**src/rtl/ififo_sram_fetch.sv**
```systemverilog
// ----------------------------------------------------------------------------
// ififo_sram_fetch
// Core-side reader for the input SRAM. After start it walks the SRAM in kij
// order: for each kernel position it reads the row weight words
// (kij*row + r) and then all len_nij activation words (act_base + n). Every
// word goes out on a valid/ready stream tagged with its phase and kij.
// A 2-entry output buffer plus at most one in-flight read lets the block
// sustain one word per cycle while never losing a word under backpressure.
//
// Ports
//   clk           in   clock
//   reset         in   synchronous, active-high reset
//   start         in   begin a pass (only looked at while idle)
//   sram_cen      out  SRAM chip enable, active low (low = read this cycle)
//   sram_wen      out  SRAM write enable, tied high (read only)
//   sram_a        out  SRAM read address
//   sram_q        in   SRAM read data, valid the cycle after sram_cen=0
//   out_data      out  stream word (head of the output buffer)
//   out_valid     out  out_data is valid
//   out_ready     in   consumer accepts when out_valid & out_ready
//   out_is_weight out  1 = weight word, 0 = activation word
//   out_kij       out  kernel position of the head word
//   busy          out  pass in progress
//   done          out  one-cycle pulse after the last word is accepted
// ----------------------------------------------------------------------------
module ififo_sram_fetch #(
    parameter int bw       = 4,
    parameter int row      = 8,
    parameter int len_kij  = 9,
    parameter int len_nij  = 36,
    parameter int act_base = 72,
    parameter int addr_w   = 7
) (
    input  logic                clk,
    input  logic                reset,
    input  logic                start,
    output logic                sram_cen,
    output logic                sram_wen,
    output logic [addr_w-1:0]   sram_a,
    input  logic [row*bw-1:0]   sram_q,
    output logic [row*bw-1:0]   out_data,
    output logic                out_valid,
    input  logic                out_ready,
    output logic                out_is_weight,
    output logic [3:0]          out_kij,
    output logic                busy,
    output logic                done
);

    localparam int DW      = row * bw;
    localparam int EW      = DW + 5;               // {data, is_weight, kij[3:0]}
    localparam int IDX_MAX = (row > len_nij) ? row : len_nij;
    localparam int IDX_W   = $clog2(IDX_MAX);

    // The activation window must fit in the address space.
    if (act_base + len_nij > (1 << addr_w)) begin : g_addr_width_check
        $error("ififo_sram_fetch: act_base + len_nij does not fit in addr_w bits");
    end

    typedef enum logic [2:0] {
        S_IDLE  = 3'd0,
        S_WLOAD = 3'd1,
        S_ALOAD = 3'd2,
        S_DRAIN = 3'd3,
        S_DONE  = 3'd4
    } state_t;

    state_t             r_state;
    state_t             w_state_nxt;
    logic [3:0]         r_kij;
    logic [3:0]         w_kij_nxt;
    logic [IDX_W-1:0]   r_idx;
    logic [IDX_W-1:0]   w_idx_nxt;
    logic               r_busy;
    logic               r_done;

    logic [EW-1:0]      r_mem [2];
    logic               r_rd_ptr;
    logic               r_wr_ptr;
    logic [1:0]         r_count;
    logic               r_inflight;
    logic               r_if_isw;
    logic [3:0]         r_if_kij;

    logic               w_pop;
    logic               w_push;
    logic               w_loading;
    logic [2:0]         w_occ;
    logic               w_issue;
    logic [1:0]         w_count_nxt;
    logic [addr_w-1:0]  w_addr;
    logic [EW-1:0]      w_head;

    // Issue gating: occupancy is what the buffer will hold once this cycle's
    // pop and the outstanding read have settled; a new read needs a free slot.
    always_comb begin
        w_pop       = (r_count != 2'd0) && out_ready;
        w_push      = r_inflight;
        w_loading   = (r_state == S_WLOAD) || (r_state == S_ALOAD);
        w_occ       = 3'(r_count) + 3'(r_inflight) - 3'(w_pop);
        w_issue     = w_loading && (w_occ < 3'd2);
        w_count_nxt = 2'(3'(r_count) + 3'(w_push) - 3'(w_pop));
    end

    // Read address for the current walk position.
    always_comb begin
        w_addr = '0;
        case (r_state)
            S_WLOAD: w_addr = addr_w'(r_kij) * addr_w'(row) + addr_w'(r_idx);
            S_ALOAD: w_addr = addr_w'(act_base) + addr_w'(r_idx);
            default: w_addr = '0;
        endcase
    end

    // Walk sequencer: next state and next counter values.
    always_comb begin
        w_state_nxt = r_state;
        w_kij_nxt   = r_kij;
        w_idx_nxt   = r_idx;
        case (r_state)
            S_IDLE: begin
                if (start) begin
                    w_state_nxt = S_WLOAD;
                    w_kij_nxt   = 4'd0;
                    w_idx_nxt   = '0;
                end else begin
                    w_state_nxt = S_IDLE;
                end
            end
            S_WLOAD: begin
                if (w_issue) begin
                    if (r_idx == IDX_W'(row - 1)) begin
                        w_state_nxt = S_ALOAD;
                        w_idx_nxt   = '0;
                    end else begin
                        w_idx_nxt   = r_idx + IDX_W'(1);
                    end
                end else begin
                    w_state_nxt = S_WLOAD;
                end
            end
            S_ALOAD: begin
                if (w_issue) begin
                    if (r_idx == IDX_W'(len_nij - 1)) begin
                        w_idx_nxt = '0;
                        if (r_kij < 4'(len_kij - 1)) begin
                            w_state_nxt = S_WLOAD;
                            w_kij_nxt   = r_kij + 4'd1;
                        end else begin
                            w_state_nxt = S_DRAIN;
                        end
                    end else begin
                        w_idx_nxt = r_idx + IDX_W'(1);
                    end
                end else begin
                    w_state_nxt = S_ALOAD;
                end
            end
            S_DRAIN: begin
                // Looking at next-cycle occupancy lets done rise the cycle
                // right after the final handshake; an empty next buffer also
                // implies nothing was in flight.
                if (w_count_nxt == 2'd0) begin
                    w_state_nxt = S_DONE;
                end else begin
                    w_state_nxt = S_DRAIN;
                end
            end
            S_DONE: begin
                w_state_nxt = S_IDLE;
                w_kij_nxt   = 4'd0;
                w_idx_nxt   = '0;
            end
            default: begin
                w_state_nxt = S_IDLE;
                w_kij_nxt   = 4'd0;
                w_idx_nxt   = '0;
            end
        endcase
    end

    // Sequencer state, walk counters and status flags.
    always_ff @(posedge clk) begin
        if (reset) begin
            r_state <= S_IDLE;
            r_kij   <= 4'd0;
            r_idx   <= '0;
            r_busy  <= 1'b0;
            r_done  <= 1'b0;
        end else begin
            r_state <= w_state_nxt;
            r_kij   <= w_kij_nxt;
            r_idx   <= w_idx_nxt;
            r_busy  <= (w_state_nxt == S_WLOAD) || (w_state_nxt == S_ALOAD) ||
                       (w_state_nxt == S_DRAIN);
            r_done  <= (w_state_nxt == S_DONE);
        end
    end

    // In-flight read tracking and the 2-entry output buffer. Tags are taken
    // at issue time so they stay aligned with the data returning a cycle later.
    always_ff @(posedge clk) begin
        if (reset) begin
            for (int i = 0; i < 2; i++) begin
                r_mem[i] <= '0;
            end
            r_rd_ptr   <= 1'b0;
            r_wr_ptr   <= 1'b0;
            r_count    <= 2'd0;
            r_inflight <= 1'b0;
            r_if_isw   <= 1'b0;
            r_if_kij   <= 4'd0;
        end else begin
            if (w_push) begin
                r_mem[r_wr_ptr] <= {sram_q, r_if_isw, r_if_kij};
                r_wr_ptr        <= ~r_wr_ptr;
            end
            if (w_pop) begin
                r_rd_ptr <= ~r_rd_ptr;
            end
            r_count    <= w_count_nxt;
            r_inflight <= w_issue;
            r_if_isw   <= (r_state == S_WLOAD);
            r_if_kij   <= r_kij;
        end
    end

    assign w_head        = r_mem[r_rd_ptr];
    assign out_data      = w_head[EW-1:5];
    assign out_is_weight = w_head[4];
    assign out_kij       = w_head[3:0];
    assign out_valid     = (r_count != 2'd0);

    assign sram_cen = ~w_issue;
    assign sram_wen = 1'b1;
    assign sram_a   = w_addr;

    assign busy = r_busy;
    assign done = r_done;

endmodule

```
**config.mk**
```make
export PLATFORM = sky130hd
export DESIGN_NAME = ififo_sram_fetch
export DESIGN_NICKNAME = d
export VERILOG_FILES = /design/src/rtl/ififo_sram_fetch.sv
export SDC_FILE = /design/constraint.sdc
export NUM_CORES = 1
export LEC_CHECK = 0
export CAP_MARGIN = 20
export CORE_MARGIN = 5
export CORE_UTILIZATION = 53
export CTS_BUF_LIST = sky130_fd_sc_hd__clkbuf_2
export DETAILED_ROUTE_END_ITERATION = 16
export HOLD_SLACK_MARGIN = 0.1
export PLACE_DENSITY = 0.81
export SETUP_SLACK_MARGIN = 0.05
export SYNTH_ARGS = -nofsm -noshare
export SYNTH_HDL_FRONTEND = slang
export SYNTH_SLANG_ARGS = --single-unit
```
**constraint.sdc**
```tcl
create_clock -name clk -period 4 [get_ports clk]
set_input_delay 0.8 -clock clk [delete_from_list [all_inputs] [get_ports clk]]
set_output_delay 0.8 -clock clk [all_outputs]
set_load 0.02 [all_outputs]
```
# --- Word level (Yosys, flattened, before mapping) ---
# Memories as Yosys holds them, arrays and structs flattened. A register that Yosys moved wholly into a read port is not among the register bits.
# Cells that the tools add are included.
op_classes:
  magnitude_cmp: 2
  n_shift: 0
  div: 0
  n_mux: 30
  addsub: 6
  n_mul: 0
  n_eq_ne: 14
  n_reduce_logical: 12
  n_bitwise: 5
op_table:
  columns: ["op", "n"]
  rows:
  - ["two-way mux 37 bit", 1]
  - ["OR reduction 37 bit", 1]
  - ["two-way mux 6 bit", 5]
  - ["one-hot mux 6 bit (4 select lines)", 1]
  - ["two-way mux 4 bit", 4]
  - ["two-way mux 3 bit", 5]
  - ["one-hot mux 7 bit (2 select lines)", 1]
  - ["== test 3 x 2 -> 1 bit, second input constant", 4]
  - ["one-hot mux 3 bit (4 select lines)", 1]
  - ["one-hot mux 4 bit (3 select lines)", 1]
  - ["two-way mux 1 bit", 10]
  - ["adder 7 x 6 -> 7 bit", 1]
  - ["adder 7 x 6 -> 7 bit, first input constant", 1]
  - ["adder 6 x 1 -> 6 bit, second input constant", 1]
  - ["== test 3 x 1 -> 1 bit, second input constant", 2]
  - ["== test 6 x 3 -> 1 bit, second input constant", 1]
  - ["== test 6 bit, second input constant", 1]
  - ["inequality test 2 bit, second input constant", 3]
  - ["NOT 1 bit", 5]
  - ["AND reduction 5 bit", 1]
  - ["adder 4 x 1 -> 4 bit, second input constant", 1]
  - ["less-than comparator 4 bit, second input constant", 1]
  - ["inequality test 2 x 1 -> 1 bit, second input constant", 2]
  - ["AND reduction 4 bit", 1]
  - ["11 further kinds", 14]
totals:
  ramBits: 74
  latchBits: 0
  mem_count: 1
  rom_bits: 0
  in_bits: 36
  register_bits: 25
  output_inout_bits: 49
  elab_cells: 81
memory_table:
  columns: ["memory", "depth", "width", "read_ports", "rd_ports_with_merged_regs", "write_ports", "line_no", "source"]
  rows:
  - ["r_mem", 2, 37, 1, 1, 2, "77", "logic [EW-1:0] r_mem [2];"]

# --- Longest topological paths before layout ---
depth:
  ltp_word: 10
  ltp_mapped: 10
  mapped_depth_nobuf: 10

# --- Worst setup path before layout ---
# No wires, ideal clock.
synth_timing:
  kind: "input -> output"
  startpoint: "input port out_ready"
  endpoint: "output port sram_cen"
  path_slack_ps: 831
  stages: 7
  required_ps: 3200
  arrival_ps: 2369
  cell_sequence: "and2_1 > ha_1 > inv_1 > ha_1 > fa_1 > inv_1 > nand3_1"
synth_between:
  elab_chain_cells: 5
synth_rtl:
  columns: ["item", "line_no", "source"]
  rows:
  - ["start, declared", "43", "input logic out_ready,"]
  - ["logical AND 1 bit", "97", "w_pop = (r_count != 2'd0) && out_ready;"]
  - ["subtractor 3 x 1 -> 3 bit", null, null]
  - ["net w_count_nxt[1]", "90", "logic [1:0] w_count_nxt;"]
  - ["less-than comparator 3 x 2 -> 1 bit", "101", "w_issue = w_loading && (w_occ < 3'd2);"]
  - ["logical AND 1 bit", "101", null]
  - ["NOT 1 bit", "234", "assign sram_cen = ~w_issue;"]
  - ["end, declared", "37", "output logic sram_cen,"]
# The timed path passes the listed nets, and every way through them passes these cells.

# --- Final worst setup path ---
layout_timing:
  startpoint: "register r_state[0]"
  endpoint: "output port sram_a[6]"
layout_between:
  elab_chain_cells: 2
layout_rtl:
  columns: ["item", "line_no", "source"]
  rows:
  - ["start, declared", "68", "state_t r_state;"]
  - ["start signal, assigned", "191", "r_state <= w_state_nxt;"]
  - ["== test 3 x 2 -> 1 bit / == test 3 x 1 -> 1 bit (equally long branches)", "108", "case (r_state)"]
  - ["one-hot mux 7 bit (2 select lines) (*)", "108", null]
  - ["end, declared", "39", "output logic [addr_w-1:0] sram_a,"]
# Every way passes the cells marked *; elsewhere a longest branch is shown, timed or not.

==> impl_metrics.yaml <==
status:
  status: "completed"
synthesis:
  ys_types: 49
  yosysSeqAreaShare_pct: 59.0
  ys_seq_elements: 100
  synthFlopType: "edfxtp_1"
  synthTopCellsByCount: "and2_1 (81), edfxtp_1 (74), mux2_2 (37), dfxtp_1 (26), clkbuf_1 (15)"
  synth_top_cells_by_area: "edfxtp_1 (48%), dfxtp_1 (11%), and2_1 (11%)"
  yosysTopAreaCell: "edfxtp_1"
  syn_area_mm2: 0.00465
  synthArstFlopShare_pct: 0
  synth_top_area_share_pct: 47.8
  yosys_warnings: 0
  synthCells: 368
  syn-num-nets: 413
  yosys.cell_count.top_type: "and2_1"
  synth_edf_count: 74
  syn_area_per_cell_um2: 12.6
critical_path:
  r2r-start: "r_count[1]"
  cp_slowest_stage_delay_ps: 440
  cp.required_ps: 3200
  crit_end: "sram_a[6]"
  start_kind: "flop"
  cp_cell_sequence: "nand2b_2, nor2_1, nor2b_1, ha_1, a21o_1, a21oi_1, xor2_1, o31ai_1, dlygate4sd2_1"
  critPathKind: "flop to primary output"
  startpoint: "r_state[0]"
  cp-end-kind: "primary output"
  crit_buf_inv: 1
  cp.depth: 9
  r2r.worst_path.cells: 11
  path_max_fanout: 10
  arrival_ps: 2840
  crit_family: "simple AND/OR/NAND/NOR gates"
  critPathSlowestCell: "dfxtp_4"
  crit-reg2reg-capture: "r_kij[1]"
  rrSetupSlack_ps: 980
drt:
  routed_wl_um: 9440
  viasPerCell: 5.35
  first_iter_violations: 134
  drc: 0
  num_vias: 3045
  drtPass1Iterations: 5
  wire_per_inst_um: 16.6
  ant_nets: 0
cells_and_area:
  multi_input_area_mm2: 0.00181
  seq_area_mm2: 0.00275
  drive_gt1_share_pct: 19.1
  area_growth_pct: 24.3
  nNetsFinal: 501
  post-route-util_pct: 67.0
  antennaDiodeCount: 0
  fill_cells: 639
die:
  die-area_mm2: 0.0107
  io_pins: 85
  num_rows: 34
  dieWidth_um: 104
  initial_core_util_pct: 53.9
  die_h_um: 104
  core_area_mm2: 0.00864
sta:
  fmax_mhz: 275
  fin_ws_ps: 365
  holdWs_ps: 517
  relSlewSlack_pct: 40.9
  period_minus_slack_ps: 3640
  hold_viol: 0
  rsz0062_at_grt: "false"
  fin_skew_ps: 36.9
  timing.setup.tns_ps: 0
  post-route-period-util_pct: 90.9
  tightest_slew_ps: 887
  drv_slew: 0
  setup_violations: 0
clocking:
  h-tree-depth: 3
  cts_root_buf: "clkbuf_2"
  clkTransAtPathRegs_ps: 260
  cts_buffer_depth: 2
  cts_tree: "built"
  cts_sinks: 100
  clock_latency_ps: 550
  numCtsBuffers: 9
grt:
  first_global_vias: 3239
  grt_usage_pct: 17.8
  grt_max_degree: 38
  antenna_found_initial: 0
  grt_remaining_overflow: 0
  grt_pass1_wl_um: 15800
min_path:
  worstHoldPathType: "flop to flop"
job:
  cap_violations: 0
power_and_ir_drop:
  power_mw: 2.68
  powerDensity_mw_per_mm2: 463
  p_leak_nw: 2.23
  vdd_drop_max_mv: 0.240
placed_design:
  place_congestion: 0.822
  port_buffers: 83
  dp_hpwl_um: 6390
  pre_cts_ws_ps: -1.44
-- timing repair --
item                       CTS  global route
setup endpoints to repair    4             3
gates resized for setup      7             5
gates cloned                 0             0
pin swaps                    0             0
buffers inserted             0             3
hold buffers                 0             0
-- routing by layer --
metal	up-vias	wire [µm]	global-route usage (%)
met3	8	450	4.35
met5	-	0	0
met2	88	4920	32.2
met4	0	92	4.26
li1	1486	-	-
met1	1463	3980	21.3
-- layout make-up --
cell class / instances / share of cell area [%]
sequential: 100 / 47.6
tap: 108 / 2.34
clock inverter: 6 / 0.995
timing repair buffer: 98 / 16.4
inverter: 8 / 0.519
clock buffer: 10 / 0.866
multi-input combinational: 239 / 31.2
-- placed cells by master, fill, tap and decap left out, types with 2 or more instances in the layout --
cell	instances
nand2b_1	4
nor3b_2	2
nor2_1	13
fa_1	2
or3_1	6
clkinv_4	4
inv_1	8
nand3_1	7
o41ai_1	2
dfxtp_1	21
dfxtp_2	4
a21oi_1	8
edfxtp_1	74
a31oi_1	3
and2_1	81
dlygate4sd2_1	2
ha_1	7
mux2i_1	2
clkdlybuf4s50_1	79
o21ai_0	3
inv_8	2
xnor2_1	3
nor3_1	2
xor2_1	4
o2111ai_1	4
clkbuf_2	11
buf_4	14
nor4b_1	2
mux2_2	37
o31ai_1	3
nand2_1	12
or2_2	4
nor2b_1	8
-- per-stage QoR --
step	instances	instance area, µm²
after floorplan	368	4650
after global placement	549	5630
after detailed placement	549	5630
after CTS	565	5740
after global routing	569	5780
final	569	5780
-- logic make-up (layout without fill, tap and decap cells) --
kind of cell	after synthesis	after routing	share of synthesized area, %
other	1	1	0.0806
buffers and inverters	29	122	2.69
flip-flops	100	100	59.0
adder cells (fa/ha/maj)	9	9	2.74
AND/OR/NAND/NOR	149	149	19.3
XOR/XNOR	7	7	1.32
AO/OA/AOI/OAI	33	33	5.17
multiplexers	40	40	9.71
-- sequential cells by signal, summed over array words and instances (netlist names), named ones only --
| signal | flops |
|---|---|
| done | 1 |
| r_count | 2 |
| r_wr_ptr | 1 |
| r_if_isw | 1 |
| r_kij | 4 |
| r_inflight | 1 |
| r_state | 3 |
| r_rd_ptr | 1 |
| busy | 1 |
| r_if_kij | 4 |
| r_idx | 6 |
| r_mem | 74 |
-- how the worst min path moves through the flow --
stage                  start        to  slack, ps  cells after the start
floorplan           r_idx[1]  r_idx[1]        460                      2
global placement    r_idx[1]  r_idx[1]        480                      2
detailed placement  r_idx[1]  r_idx[1]        490                      2
CTS                 r_idx[1]  r_idx[1]        520                      2
global route        r_idx[0]  r_idx[0]        550                      2
finish              r_idx[1]  r_idx[1]        520                      2
-- worst register-to-register path: stages, from the launching register on --
cell,delay (ps)
dfxtp_2,400
or2_2,300
and2_1,170
ha_1,270
inv_1,40
ha_1,180
fa_1,400
buf_4,150
xnor2_1,400
nor4_4,90
o22ai_2,210
mux2_4,320
-- report_power, final --
| group | switching, mW | internal, mW | total [mW] |
|---|---|---|---|
| sequential | 0.0799 | 1.22 | 1.30 |
| combinational | 0.459 | 0.479 | 0.938 |
| clock | 0.344 | 0.0995 | 0.444 |
| total | 0.884 | 1.79 | 2.68 |
No activity file was read; power rests on OpenSTA's default activity.
